`src/rtl/paddle_hit_detector_if.sv`:
```
// Signal bundle between the camera/game-controller side and paddle_hit_detector.
// The master drives pixels and ball state; the slave (detector) returns box and hit results.
interface paddle_hit_detector_if;
  logic       upscale;
  logic       pix_valid;
  logic [9:0] pix_x;
  logic [9:0] pix_y;
  logic       pix_is_paddle;
  logic       frame_end;
  logic [9:0] ball_x;
  logic [9:0] ball_y;
  logic       is_ball_moving_left;
  logic       paddle_found;
  logic [9:0] paddle_cx;
  logic [9:0] paddle_cy;
  logic [9:0] estimated_speed;
  logic       collision_detected;

  modport master (
    output upscale, pix_valid, pix_x, pix_y, pix_is_paddle, frame_end,
    output ball_x, ball_y, is_ball_moving_left,
    input  paddle_found, paddle_cx, paddle_cy, estimated_speed, collision_detected
  );

  modport slave (
    input  upscale, pix_valid, pix_x, pix_y, pix_is_paddle, frame_end,
    input  ball_x, ball_y, is_ball_moving_left,
    output paddle_found, paddle_cx, paddle_cy, estimated_speed, collision_detected
  );
endinterface

```
`src/rtl/paddle_hit_detector.sv`:
```
// Builds a per-frame paddle bounding box from the thresholded pixel stream, estimates paddle
// speed between frames and emits a single collision pulse per ball/paddle contact.
module paddle_hit_detector #(
  parameter int unsigned BALL_SIZE  = 20,
  parameter int unsigned MIN_PIXELS = 32,
  parameter int unsigned SPEED_MAX  = 1023
) (
  input  logic                  clk_25MHZ,
  input  logic                  reset,
  paddle_hit_detector_if.slave  bus
);

  localparam logic [15:0] LP_MIN_PIXELS = 16'(MIN_PIXELS);
  localparam logic [10:0] LP_SPEED_MAX  = 11'(SPEED_MAX);
  localparam logic [10:0] LP_BS_FULL    = 11'(BALL_SIZE);
  localparam logic [10:0] LP_BS_HALF    = 11'(BALL_SIZE / 2);

  typedef enum logic {StArmed, StCooldown} state_e;

  // Running accumulators for the frame in progress
  logic [9:0]  r_xmin, r_xmax, r_ymin, r_ymax;
  logic [15:0] r_count;
  // Committed box and outputs
  logic [9:0]  r_cxmin, r_cxmax, r_cymin, r_cymax;
  logic        r_found;
  logic [9:0]  r_cx, r_cy, r_speed;
  logic        r_collision;
  logic [9:0]  r_prev_cx, r_prev_cy;
  logic        r_prev_valid;
  logic        r_dir;
  state_e      r_state;
  state_e      w_state_d;
  logic        w_pulse;

  logic        w_hit;
  logic [9:0]  w_xmin_incl, w_xmax_incl, w_ymin_incl, w_ymax_incl;
  logic [15:0] w_count_incl;
  logic        w_found_new;
  logic [10:0] w_sum_x, w_sum_y;
  logic [9:0]  w_cx_new, w_cy_new;
  logic [9:0]  w_dx, w_dy;
  logic [10:0] w_speed_sum;
  logic [9:0]  w_speed_new;
  logic [10:0] w_bx, w_by, w_bs, w_bx_end, w_by_end;
  logic        w_overlap;

  // Accumulator values including a pixel arriving in the current cycle
  assign w_hit        = bus.pix_valid & bus.pix_is_paddle;
  assign w_xmin_incl  = (w_hit && (bus.pix_x < r_xmin)) ? bus.pix_x : r_xmin;
  assign w_xmax_incl  = (w_hit && (bus.pix_x > r_xmax)) ? bus.pix_x : r_xmax;
  assign w_ymin_incl  = (w_hit && (bus.pix_y < r_ymin)) ? bus.pix_y : r_ymin;
  assign w_ymax_incl  = (w_hit && (bus.pix_y > r_ymax)) ? bus.pix_y : r_ymax;
  assign w_count_incl = (w_hit && (r_count != 16'hFFFF)) ? r_count + 16'd1 : r_count;
  assign w_found_new  = (w_count_incl >= LP_MIN_PIXELS);

  assign w_sum_x  = {1'b0, w_xmin_incl} + {1'b0, w_xmax_incl};
  assign w_sum_y  = {1'b0, w_ymin_incl} + {1'b0, w_ymax_incl};
  assign w_cx_new = w_sum_x[10:1];
  assign w_cy_new = w_sum_y[10:1];

  assign w_dx = (w_cx_new >= r_prev_cx) ? (w_cx_new - r_prev_cx) : (r_prev_cx - w_cx_new);
  assign w_dy = (w_cy_new >= r_prev_cy) ? (w_cy_new - r_prev_cy) : (r_prev_cy - w_cy_new);
  assign w_speed_sum = {1'b0, w_dx} + {1'b0, w_dy};
  assign w_speed_new = (w_speed_sum > LP_SPEED_MAX) ? 10'(LP_SPEED_MAX) : w_speed_sum[9:0];

  // Ball box mapped into the camera domain, tested against the committed paddle box
  assign w_bx     = bus.upscale ? {2'b00, bus.ball_x[9:1]} : {1'b0, bus.ball_x};
  assign w_by     = bus.upscale ? {2'b00, bus.ball_y[9:1]} : {1'b0, bus.ball_y};
  assign w_bs     = bus.upscale ? LP_BS_HALF : LP_BS_FULL;
  assign w_bx_end = w_bx + w_bs - 11'd1;
  assign w_by_end = w_by + w_bs - 11'd1;
  assign w_overlap = r_found
                   & (w_bx <= {1'b0, r_cxmax}) & (w_bx_end >= {1'b0, r_cxmin})
                   & (w_by <= {1'b0, r_cymax}) & (w_by_end >= {1'b0, r_cymin});

  always_comb begin
    w_state_d = r_state;
    w_pulse   = 1'b0;
    case (r_state)
      StArmed: begin
        if (w_overlap) begin
          w_pulse   = 1'b1;
          w_state_d = StCooldown;
        end
      end
      StCooldown: begin
        // A direction change means the ball bounced off something, so a new contact may follow
        if ((bus.frame_end && !w_overlap) || (bus.is_ball_moving_left != r_dir)) begin
          w_state_d = StArmed;
        end
      end
      default: w_state_d = StArmed;
    endcase
  end

  always_ff @(posedge clk_25MHZ) begin
    if (reset) begin
      r_state      <= StArmed;
      r_collision  <= 1'b0;
      r_dir        <= 1'b0;
    end else begin
      r_state      <= w_state_d;
      r_collision  <= w_pulse;
      r_dir        <= bus.is_ball_moving_left;
    end
  end

  always_ff @(posedge clk_25MHZ) begin
    if (reset) begin
      r_xmin       <= 10'd1023;
      r_ymin       <= 10'd1023;
      r_xmax       <= 10'd0;
      r_ymax       <= 10'd0;
      r_count      <= 16'd0;
      r_cxmin      <= 10'd0;
      r_cxmax      <= 10'd0;
      r_cymin      <= 10'd0;
      r_cymax      <= 10'd0;
      r_found      <= 1'b0;
      r_cx         <= 10'd0;
      r_cy         <= 10'd0;
      r_speed      <= 10'd0;
      r_prev_cx    <= 10'd0;
      r_prev_cy    <= 10'd0;
      r_prev_valid <= 1'b0;
    end else if (bus.frame_end) begin
      r_xmin       <= 10'd1023;
      r_ymin       <= 10'd1023;
      r_xmax       <= 10'd0;
      r_ymax       <= 10'd0;
      r_count      <= 16'd0;
      r_cxmin      <= w_xmin_incl;
      r_cxmax      <= w_xmax_incl;
      r_cymin      <= w_ymin_incl;
      r_cymax      <= w_ymax_incl;
      r_found      <= w_found_new;
      r_cx         <= w_cx_new;
      r_cy         <= w_cy_new;
      r_speed      <= (w_found_new && r_prev_valid) ? w_speed_new : 10'd0;
      r_prev_cx    <= w_cx_new;
      r_prev_cy    <= w_cy_new;
      r_prev_valid <= w_found_new;
    end else if (w_hit) begin
      r_xmin       <= w_xmin_incl;
      r_xmax       <= w_xmax_incl;
      r_ymin       <= w_ymin_incl;
      r_ymax       <= w_ymax_incl;
      r_count      <= w_count_incl;
    end
  end

  assign bus.paddle_found       = r_found;
  assign bus.paddle_cx          = r_cx;
  assign bus.paddle_cy          = r_cy;
  assign bus.estimated_speed    = r_speed;
  assign bus.collision_detected = r_collision;

endmodule

```
`src/flat_wrapper.sv`:
```
// flat-port wrapper written by rule: the top's interface ports become plain ports
module paddle_hit_detector_flat 
#(
  parameter int unsigned BALL_SIZE  = 20,
  parameter int unsigned MIN_PIXELS = 32,
  parameter int unsigned SPEED_MAX  = 1023
)
  (clk_25MHZ, reset, bus_upscale, bus_pix_valid, bus_pix_x, bus_pix_y, bus_pix_is_paddle, bus_frame_end, bus_ball_x, bus_ball_y, bus_is_ball_moving_left, bus_paddle_found, bus_paddle_cx, bus_paddle_cy, bus_estimated_speed, bus_collision_detected);
  paddle_hit_detector_if bus_i ();
  input  logic clk_25MHZ;
  input  logic reset;
  input wire logic [$bits(bus_i.upscale)-1:0] bus_upscale;
  input wire logic [$bits(bus_i.pix_valid)-1:0] bus_pix_valid;
  input wire logic [$bits(bus_i.pix_x)-1:0] bus_pix_x;
  input wire logic [$bits(bus_i.pix_y)-1:0] bus_pix_y;
  input wire logic [$bits(bus_i.pix_is_paddle)-1:0] bus_pix_is_paddle;
  input wire logic [$bits(bus_i.frame_end)-1:0] bus_frame_end;
  input wire logic [$bits(bus_i.ball_x)-1:0] bus_ball_x;
  input wire logic [$bits(bus_i.ball_y)-1:0] bus_ball_y;
  input wire logic [$bits(bus_i.is_ball_moving_left)-1:0] bus_is_ball_moving_left;
  output wire logic [$bits(bus_i.paddle_found)-1:0] bus_paddle_found;
  output wire logic [$bits(bus_i.paddle_cx)-1:0] bus_paddle_cx;
  output wire logic [$bits(bus_i.paddle_cy)-1:0] bus_paddle_cy;
  output wire logic [$bits(bus_i.estimated_speed)-1:0] bus_estimated_speed;
  output wire logic [$bits(bus_i.collision_detected)-1:0] bus_collision_detected;
  assign bus_i.upscale = bus_upscale;
  assign bus_i.pix_valid = bus_pix_valid;
  assign bus_i.pix_x = bus_pix_x;
  assign bus_i.pix_y = bus_pix_y;
  assign bus_i.pix_is_paddle = bus_pix_is_paddle;
  assign bus_i.frame_end = bus_frame_end;
  assign bus_i.ball_x = bus_ball_x;
  assign bus_i.ball_y = bus_ball_y;
  assign bus_i.is_ball_moving_left = bus_is_ball_moving_left;
  assign bus_paddle_found = bus_i.paddle_found;
  assign bus_paddle_cx = bus_i.paddle_cx;
  assign bus_paddle_cy = bus_i.paddle_cy;
  assign bus_estimated_speed = bus_i.estimated_speed;
  assign bus_collision_detected = bus_i.collision_detected;
  paddle_hit_detector #(.BALL_SIZE(BALL_SIZE), .MIN_PIXELS(MIN_PIXELS), .SPEED_MAX(SPEED_MAX)) u_core (.clk_25MHZ(clk_25MHZ), .reset(reset), .bus(bus_i));
endmodule
```
`config.mk`:
```
export PLATFORM = sky130hd
export DESIGN_NAME = paddle_hit_detector_flat
export DESIGN_NICKNAME = d
export VERILOG_FILES = /design/src/rtl/paddle_hit_detector_if.sv /design/src/rtl/paddle_hit_detector.sv /design/src/flat_wrapper.sv
export SDC_FILE = /design/constraint.sdc
export NUM_CORES = 1
export LEC_CHECK = 0
export CAP_MARGIN = 30
export CELL_PAD_IN_SITES_DETAIL_PLACEMENT = 0
export CELL_PAD_IN_SITES_GLOBAL_PLACEMENT = 1
export CORE_MARGIN = 2
export CORE_UTILIZATION = 50
export DETAILED_ROUTE_END_ITERATION = 8
export DONT_BUFFER_PORTS = 1
export PLACE_DENSITY_LB_ADDON = 0.1
export SYNTH_ARGS = -nofsm -noshare
export SYNTH_HDL_FRONTEND = slang
export SYNTH_SLANG_ARGS = --single-unit
```
`constraint.sdc`:
```
create_clock -name clk_25MHZ -period 8 [get_ports clk_25MHZ]
set_input_delay 0.4 -clock clk_25MHZ [delete_from_list [all_inputs] [get_ports clk_25MHZ]]
set_output_delay 0.4 -clock clk_25MHZ [all_outputs]
set_load 0.03 [all_outputs]
```
Yosys cells after proc, flatten, opt, wreduce, memory -nomap -nowiden:

Cells that the tools add are included.

* equality and inequality tests: 2
* shift operators: 0
* multipliers: 0
* bitwise logic cells: 6
* reductions and logical operators: 11
* mux-type cells: 15
* add/subtract/negate cells: 12
* div/mod/pow operators: 0
* magnitude comparators: 12

Operators by type and width (number)
* 10-bit 2-to-1 mux: 10
* 10-bit subtractor: 4
* 10-bit by 10-bit adder with 11-bit output: 3
* 11-bit adder: 2
* 11-bit by 10-bit >= comparator with 1-bit output: 2
* 11-bit by 10-bit <= comparator with 1-bit output: 2
* 11-bit by 1-bit subtractor with 11-bit output, second input constant: 2
* 10-bit >= comparator: 2
* 10-bit greater-than comparator: 2
* 10-bit less-than comparator: 2
* 16-bit by 1-bit adder with 16-bit output, second input constant: 1
* 16-bit by 6-bit >= comparator with 1-bit output, second input constant: 1
* 16-bit 2-to-1 mux: 1
* 16-bit != test, second input constant: 1
* 11-bit by 10-bit greater-than comparator with 1-bit output, second input constant: 1
* 1-bit logical AND: 7
* 1-bit AND: 5
* 5-bit 2-to-1 mux: 1
* 2-bit OR reduction: 2
* 1-bit 2-to-1 mux: 2
* 1-bit one-hot mux with 2 select lines: 1
* 1-bit zero test: 1
* 1-bit logical OR: 1
* 1-bit != test: 1
* 1-bit NOT: 1

* bits in latches: 0
* input bits: 47
* RAM bits: 0
* bits in registers: 130
* memory bits (read-only): 0
* memories kept: 0

Longest topological paths before layout:

Gate-level depths: netlist of the first run.

* word-level depth: 12
* depth in mapped cells: 38
* gate-level depth less buffers: 34

Worst setup path before layout of the first run:

OpenSTA, ideal clock, no wires.

* path kind: input port to flip-flop
* start: input port bus_pix_x[5]
* end: register u_core.r_speed[9] (netlist: u_core.bus.estimated_speed[9])
* path slack: 932 ps
* data required time: 7883 ps
* stages: 35
* library setup time: 117 ps
* arrival: 6951 ps
* buffers on the path: 4
* path through: ha_1 a21oi_1 o21ai_0 a2111o_1 nor2b_1 buf_4 mux2i_1 inv_1 ha_1 nor2b_1 o21ai_0 a21boi_0 o21ai_0 a21oi_1 nor2_1 ha_1 clkbuf_1 a21o_1 a21oi_1 o21ai_0 o32ai_2 buf_2 mux2i_1 xor2_1 ha_1 a21o_1 a21oi_1 o21bai_1 a21oi_1 o21ai_0 a31o_2 clkbuf_1 nor2_1 mux2_2 a21oi_2

* word-level cells in the longest chain between the ends: 10
* elaborated cells between the ends (all ways): 15
* classes of those cells: add/sub: 4; order compare: 4; mux: 5; reduce/logical: 2

RTL lines
* start, declared: RTL line flat_wrapper.sv:14 `input wire logic [$bits(bus_i.pix_x)-1:0] bus_pix_x;`
* 10-bit greater-than comparator *: RTL line paddle_hit_detector.sv:50 `assign w_xmax_incl = (w_hit && (bus.pix_x > r_xmax)) ? bus.pix_x : r_xmax;`
* 1-bit logical AND *: RTL line paddle_hit_detector.sv:50
* 10-bit 2-to-1 mux *: RTL line paddle_hit_detector.sv:50
* named net u_core.w_xmax_incl[2]: RTL line paddle_hit_detector.sv:36 `logic [9:0] w_xmin_incl, w_xmax_incl, w_ymin_incl, w_ymax_incl;`
* 10-bit by 10-bit adder with 11-bit output *: RTL line paddle_hit_detector.sv:56 `assign w_sum_x = {1'b0, w_xmin_incl} + {1'b0, w_xmax_incl};`
* named net u_core.w_sum_x[6]: RTL line paddle_hit_detector.sv:39 `logic [10:0] w_sum_x, w_sum_y;`
* 10-bit subtractor / 10-bit >= comparator (equally long branches): RTL line paddle_hit_detector.sv:61 `assign w_dx = (w_cx_new >= r_prev_cx) ? (w_cx_new - r_prev_cx) : (r_prev_cx - w_cx_new);`
* 10-bit 2-to-1 mux *: RTL line paddle_hit_detector.sv:61
* 10-bit by 10-bit adder with 11-bit output *: RTL line paddle_hit_detector.sv:63 `assign w_speed_sum = {1'b0, w_dx} + {1'b0, w_dy};`
* 11-bit by 10-bit greater-than comparator with 1-bit output: RTL line paddle_hit_detector.sv:64 `assign w_speed_new = (w_speed_sum > LP_SPEED_MAX) ? 10'(LP_SPEED_MAX) : w_speed_sum[9:0];`
* 10-bit 2-to-1 mux *: RTL line paddle_hit_detector.sv:64
* 10-bit 2-to-1 mux *: RTL line paddle_hit_detector.sv:139 `r_speed <= (w_found_new && r_prev_valid) ? w_speed_new : 10'd0;`
* end signal, assigned: RTL line paddle_hit_detector.sv:139
* end, declared: RTL line paddle_hit_detector.sv:26 `logic [9:0] r_cx, r_cy, r_speed;`

Mark *: on every way through the listed nets, which the timed path passes. The rest lies on a longest branch.
A chain may end at the register's enable or synchronous reset.

Final worst setup path of the first run:

* start: register u_core.r_xmax[5]
* end: register u_core.r_speed[9] (netlist: u_core.bus.estimated_speed[9])

* word-level cells in the longest chain between the ends: 10
* elaborated cells between the ends (all ways): 12
* classes of those cells: add/sub: 4; order compare: 3; mux: 4; reduce/logical: 1

RTL lines
* start, declared: RTL line paddle_hit_detector.sv:21 `logic [9:0] r_xmin, r_xmax, r_ymin, r_ymax;`
* start signal, assigned: RTL line paddle_hit_detector.sv:145 `r_xmax <= w_xmax_incl;`
* 10-bit greater-than comparator *: RTL line paddle_hit_detector.sv:50
* 1-bit logical AND *: RTL line paddle_hit_detector.sv:50
* 10-bit 2-to-1 mux *: RTL line paddle_hit_detector.sv:50
* named net u_core.w_xmax_incl[3]: RTL line paddle_hit_detector.sv:36
* 10-bit by 10-bit adder with 11-bit output *: RTL line paddle_hit_detector.sv:56
* named net u_core.w_sum_x[8]: RTL line paddle_hit_detector.sv:39
* 10-bit subtractor / 10-bit >= comparator (equally long branches): RTL line paddle_hit_detector.sv:61
* 10-bit 2-to-1 mux *: RTL line paddle_hit_detector.sv:61
* 10-bit by 10-bit adder with 11-bit output *: RTL line paddle_hit_detector.sv:63
* 11-bit by 10-bit greater-than comparator with 1-bit output: RTL line paddle_hit_detector.sv:64
* 10-bit 2-to-1 mux *: RTL line paddle_hit_detector.sv:64
* 10-bit 2-to-1 mux *: RTL line paddle_hit_detector.sv:139

Marked as above.

==> flow_summary.yaml, run 1 <==
outcome:
  status: "complete, no violations"
synth:
  synthCells: 1378
  synth_edf_count: 0
  synth_cell_types: 84
  syn_area_um2: 11200
  syn_area_per_cell_um2: 8.16
  ys_seq_area_share_pct: 23.1
  ys_seq_elements: 130
  synthArstFlopShare_pct: 0
  ys.flop_type: "dfxtp_1"
  synth_warnings: 0
  syn_nets: 1598
clock_tree:
  cts_made_buffers: 17
  htree_levels: 4
  root_buffer: "clkbuf_16"
  insertion_delay_ns: 0.42
  tritoncts: "yes"
  clock_sinks: 130
  path_clk_slew_ns: 0.06
  clock_path_buffers: 2
critical_path:
  required_ns: 8.35
  critPathLaunchType: "flop"
  cp.arrival_ns: 7.76
  crit_family: "compound AO/OA/AOI/OAI gates"
  path_max_fanout: 12
  end_kind: "flop"
  cp.buffers_inverters: 5
  reg2reg_from: "u_core.r_xmax[5]$_SDFFE_PP0P_"
  slowest_delay_ns: 0.46
  crit_start: "u_core.r_xmax[5]$_SDFFE_PP0P_"
  critical_path.most_common_cell: "o21ai_0"
  slowest_stage: "a2111o_1"
  criticalPathCategory: "reg2reg"
worst_hold_path:
  holdCritStartpoint: "reset"
  hold_path_class: "in2reg"
final_layout:
  regMostFlops: "u_core.r_count"
  final_cell_mix: "inv_1, ha_1, nor2_1, dfxtp_1, nand2_1"
  final_common_cell: "inv_1"
  nFillCells: 2098
  area_growth_pct: 9.02
  drive_above_1_share_pct: 9.29
  finish.net_count: 1608
  largest_reg_flops: 16
  num_antenna_cells: 0
grt:
  first_global_vias: 8737
  antenna_found_initial: 0
  gr-total-overflow: 0
  grt_max_degree: 126
  grt_pass1_wl_um: 46000
  gr-usage-all-layers_pct: 24.2
pwr:
  p_leak_nw: 5.64
  irDropWorstVdd_v: 0.000206
  power.total_mw: 3.33
  power_density_nw_per_um2: 271
floorplanning:
  die_y_um: 154
  initial_core_util_pct: 51.2
  die_width_um: 154
  die_area_um2: 23700
  rows: 54
  io_pins: 79
  coreArea_um2: 22000
sta:
  max_freq_mhz: 135
  fin_crit_sh_pct: 92.6
  tightest_slew_ns: 0.727
  rsz0062_at_grt: "no"
  slew_violations: 0
  postLayoutSetupSlackWorst_ns: 0.591
  setup-violations-final: 0
  finalClockSkew_ns: 0.0115
  period_needed_ns: 7.41
  relSlewSlack_pct: 51.5
  fin_setup_tns_ns: 0
  hold_violations: 0
detailed_routing:
  firstDrtPassIters: 5
  ant_nets: 0
  finalWirelength_um: 27800
  dr.first_iter.drc_count: 515
  vias: 9167
  post_drt_wl_per_cell_um: 16.6
  viasPerCell: 5.46
  drc: 0
place:
  dpl_worst_slack_ns: 0.229
  dp_hpwl_um: 22200
  portBuffers: 0
  place.gp.congestion: 0.860
run:
  maxCapViolations: 0
==> what timing repair did <==
action | CTS | global route
setup endpoints to repair | 0 | 10
endpoints found under the hold margin | 0 | 0
hold buffers | 0 | 0
resized for setup | 0 | 7
setup buffers | 0 | 1
==> final timing paths <==
kind,to,slack [ns],depth (start not counted)
setup / recovery,u_core.bus.estimated_speed[9]$_SDFFE_PP0P_,0.59,34
hold reg to reg,u_core.bus.collision_detected$_SDFF_PP0_,0.45,1
hold / removal,u_core.bus.paddle_cy[0]$_SDFFE_PP0P_,0.05,1
setup reg to reg,u_core.bus.estimated_speed[9]$_SDFFE_PP0P_,0.59,34
==> cell families after synthesis <==
logic type / after synthesis / synth area share (%)
and+or+nand+nor: 373 / 16.1
AOI/OAI and AO/OA: 321 / 20.7
buffers and inverters: 237 / 8.19
adders and majority gates: 173 / 19.8
DFF: 130 / 23.1
xor gates and xnor gates: 76 / 5.92
muxes: 68 / 6.20
==> power breakdown <==
| group | switching, mW | internal, mW | total (mW) | leakage, nW |
|---|---|---|---|---|
| clock | 0.294 | 0.462 | 0.756 | 0.268 |
| combinational | 1.03 | 0.800 | 1.83 | 4.30 |
| sequential | 0.0593 | 0.683 | 0.742 | 1.07 |
==> metal layers <==
layer	vias to the layer above	routed length [µm]	GRT usage (%)	part of all wire, %
met5	-	0	0	0
met4	0	357	5.21	1.3
met3	21	1060	4.00	3.8
met2	150	11100	35.1	40
met1	4206	15300	37.1	55
li1	4790	-	-	-
==> layout make-up <==
cell class / count / area (µm²) / area share (%)
timing repair buffer: 38 / 285 / 2.33
clock inverter: 10 / 111 / 0.908
clock buffer: 20 / 447 / 3.64
tap: 280 / 350 / 2.86
inverter: 190 / 713 / 5.82
multi-input combinational: 1011 / 7750 / 63.2
sequential: 130 / 2600 / 21.2
==> synthesized netlist by cell type, drive strengths merged, types with 3 or more instances <==
cell     number  area (µm²)
o221ai        3        32.5
xor2         28         245
nor2        140         526
o21a         12        90.1
nand2b       26         163
mux2i        58         584
o211ai        7        52.6
nor4          5        37.5
mux2         10         113
or2          12        75.1
nand2        91         344
a211oi       60         470
a21boi        3        22.5
clkbuf       36         135
a211o         6        52.6
nand4        18         113
xnor2        48         420
a2111oi       6        85.1
nand3        18         103
buf          11        72.6
and4          7        63.8
inv         190         713
o21ai        59         329
nor2b        19         119
or3           3        18.8
ha          164        2050
and2          7        43.8
o32ai         3        41.3
nor3         12        76.3
dfxtp       130        2600
a31oi        11        90.1
a311oi        4        52.6
nand3b        6        45.0
o311ai        5        58.8
a21o         28         210
o22ai         5        31.3
o31ai         5        42.5
o21bai       12        90.1
fa            9         180
nor3b         3        27.5
a21oi        75         394
==> through the flow <==
step / instances / hold WS, ns / util (%) / area [µm²]
finish: 1679 / 0.0477 / 55.8 / 12300
global route: 1679 / 0.0356 / 55.8 / 12300
CTS: 1678 / 0.0305 / 55.7 / 12200
detailed placement: 1648 / 0.437 / 53.1 / 11700
global placement: 1648 / 0.429 / 53.1 / 11700
floorplan: 1378 / 0.421 / - / 11200
(Power assumes the default switching activity.)
==> inputs of run 2 (changes only) <==
--- a/config.mk
+++ b/config.mk
@@ -12,7 +12,7 @@
 export CORE_UTILIZATION = 50
 export DETAILED_ROUTE_END_ITERATION = 8
 export DONT_BUFFER_PORTS = 1
-export PLACE_DENSITY_LB_ADDON = 0.1
+export PLACE_DENSITY_LB_ADDON = 0.12
 export SYNTH_ARGS = -nofsm -noshare
 export SYNTH_HDL_FRONTEND = slang
 export SYNTH_SLANG_ARGS = --single-unit
==> run 2 against run 1 <==
  * Flip-flop and latch count is the same
  * Routed wire length grew 0.83%
  * Via count grew 1.2%
  * Sequential power is essentially flat
  * Sequential share of layout area shrank 0.19 points
  * Final cell count grew 0.48%
  * Total power grew 3.3%
  * Critical endpoint unchanged
  * Largest cell class unchanged
  * Highest routed layer unchanged
==> flow_summary.yaml, run 2 (synthesis results as in run 1) <==
critical_path:
  critPathLaunchType: "flop"
  cp.buffers_inverters: 6
  path_max_fanout: 10
  crit_family: "compound AO/OA/AOI/OAI gates"
  end_kind: "flop"
  reg2reg_from: "u_core.r_xmax[4]$_SDFFE_PP0P_"
  criticalPathCategory: "reg2reg"
  rr_endpoint: "u_core.bus.estimated_speed[9]$_SDFFE_PP0P_"
  required_ns: 8.29
  slowest_delay_ns: 0.40
  slowest_stage: "dfxtp_1"
  cp.arrival_ns: 7.64
  crit_cells: 35
  ff2ff_path_depth: 35
  r2r_slack_ns: 0.64
  critical_path.most_common_cell: "ha_1"
pwr:
  irDropWorstVdd_v: 0.000254
  p_leak_nw: 5.71
  power_density_nw_per_um2: 278
clock_tree:
  path_clk_slew_ns: 0.06
  tritoncts: "yes"
  cts_made_buffers: 17
  clock_sinks: 130
  htree_levels: 4
  clock_path_buffers: 2
  root_buffer: "clkbuf_16"
  insertion_delay_ns: 0.43
final_layout:
  seqCellArea_um2: 2600
  final_common_cell: "inv_1"
  fin_util_pct: 56.3
  finish.net_count: 1615
  largest_reg_flops: 16
  regMostFlops: "u_core.r_count"
  area_growth_pct: 10.0
  nFillCells: 2048
  num_antenna_cells: 0
  final_cell_mix: "inv_1, ha_1, nor2_1, dfxtp_1, nand2_1"
  drive_above_1_share_pct: 9.88
  multiInputGateArea_um2: 7740
place:
  portBuffers: 0
  place.gp.congestion: 0.867
  dp_hpwl_um: 22400
floorplanning:
  initial_core_util_pct: 51.2
  die_y_um: 154
  die_area_um2: 23700
  io_pins: 79
  rows: 54
  die_width_um: 154
  coreArea_um2: 22000
detailed_routing:
  viasPerCell: 5.50
  firstDrtPassIters: 5
  ant_nets: 0
  post_drt_wl_per_cell_um: 16.6
  drc: 0
  finalWirelength_um: 28100
  vias: 9279
  dr.first_iter.drc_count: 636
sta:
  fin_crit_sh_pct: 91.9
  slew_violations: 0
  period_needed_ns: 7.36
  hold_violations: 0
  relSlewSlack_pct: 51.3
  fin_setup_tns_ns: 0
  rsz0062_at_grt: "no"
  finalClockSkew_ns: 0.0136
  setup-violations-final: 0
  max_freq_mhz: 136
  timing.hold.ws_ns: 0.0430
  tightest_slew_ns: 0.731
grt:
  gr-usage-all-layers_pct: 24.0
  gr-usage-met2_pct: 35.5
  antenna_found_initial: 0
  grt_pass1_wl_um: 45700
  first_global_vias: 8659
  top_usage_layer: "met1"
  gr-total-overflow: 0
  grt.met1_usage_pct: 36.0
  gr-usage-met3_pct: 4.28
  grt_max_degree: 126
outcome:
  status: "complete, no violations"
worst_hold_path:
  hold_depth: 1
  hold_end: "u_core.bus.paddle_cy[2]$_SDFFE_PP0P_"
  holdCritStartpoint: "reset"
  hold_path_class: "in2reg"
run:
  maxCapViolations: 0
run 2: power by group:
group          total (mW)  switching [mW]  leakage, nW  internal, mW
clock network       0.850           0.313        0.305         0.538
logic                1.84            1.04         4.34         0.803
registers           0.743          0.0610         1.07         0.682
total                3.44            1.42         5.71          2.02
run 2: routing by layer:
metal	vias to the layer above	part of all wire, %
met3	20	4.6
li1	4813	-
met4	0	0.88
met2	184	42
met1	4262	53
met5	-	0
run 2: how the worst max path moves through the flow:
| stage | end | slack (ns) | from |
|---|---|---|---|
| 6_report | u_core.bus.estimated_speed[9]$_SDFFE_PP0P_ | 0.64 | u_core.r_xmax[4]$_SDFFE_PP0P_ |
| 5_1_grt | u_core.bus.estimated_speed[9]$_SDFFE_PP0P_ | 0.01 | u_core.r_xmax[4]$_SDFFE_PP0P_ |
| 4_1_cts | u_core.bus.estimated_speed[9]$_SDFFE_PP0P_ | 0.50 | u_core.r_xmax[4]$_SDFFE_PP0P_ |
| 3_5_place_dp | u_core.bus.estimated_speed[9]$_SDFFE_PP0P_ | 0.54 | bus_pix_x[5] |
| 3_3_place_gp | u_core.bus.estimated_speed[9]$_SDFFE_PP0P_ | 0.64 | u_core.r_xmax[4]$_SDFFE_PP0P_ |
| 2_1_floorplan | u_core.bus.estimated_speed[9]$_SDFFE_PP0P_ | 0.93 | bus_pix_x[5] |
run 2: through the flow:
| step | instances | power (mW) | instance area, µm² | setup slack [ns] |
|---|---|---|---|---|
| floorplan | 1378 | 2.20 | 11200 | 0.932 |
| global placement | 1656 | 2.57 | 11700 | 0.639 |
| detailed placement | 1656 | 2.58 | 11700 | 0.542 |
| CTS | 1687 | 3.43 | 12400 | 0.495 |
| global route | 1687 | 3.69 | 12400 | 0.0141 |
| finish | 1687 | 3.44 | 12400 | 0.645 |
run 2: layout make-up:
| cell class | count | share of cell area [%] |
|---|---|---|
| multi-input combinational | 1011 | 62.5 |
| clock buffer | 19 | 3.66 |
| tap | 280 | 2.83 |
| timing repair buffer | 45 | 2.73 |
| clock inverter | 12 | 1.46 |
| inverter | 190 | 5.76 |
| sequential | 130 | 21.0 |
run 2: worst register-to-register path, delay by kind of cell, from the launching register on:
family	cells	cell delay, ns
AND/OR/NAND/NOR	6	0.96
buffers and inverters	6	0.78
adder cells (fa/ha/maj)	4	1.32
XOR/XNOR	1	0.21
AO/OA/AOI/OAI	15	2.72
multiplexers	3	0.82
flip-flops	1	0.40
run 2: repair_timing:
action,CTS,global route
setup buffers,0,0
endpoints found under the setup margin,0,10
hold buffers,0,0
resized for setup,0,8
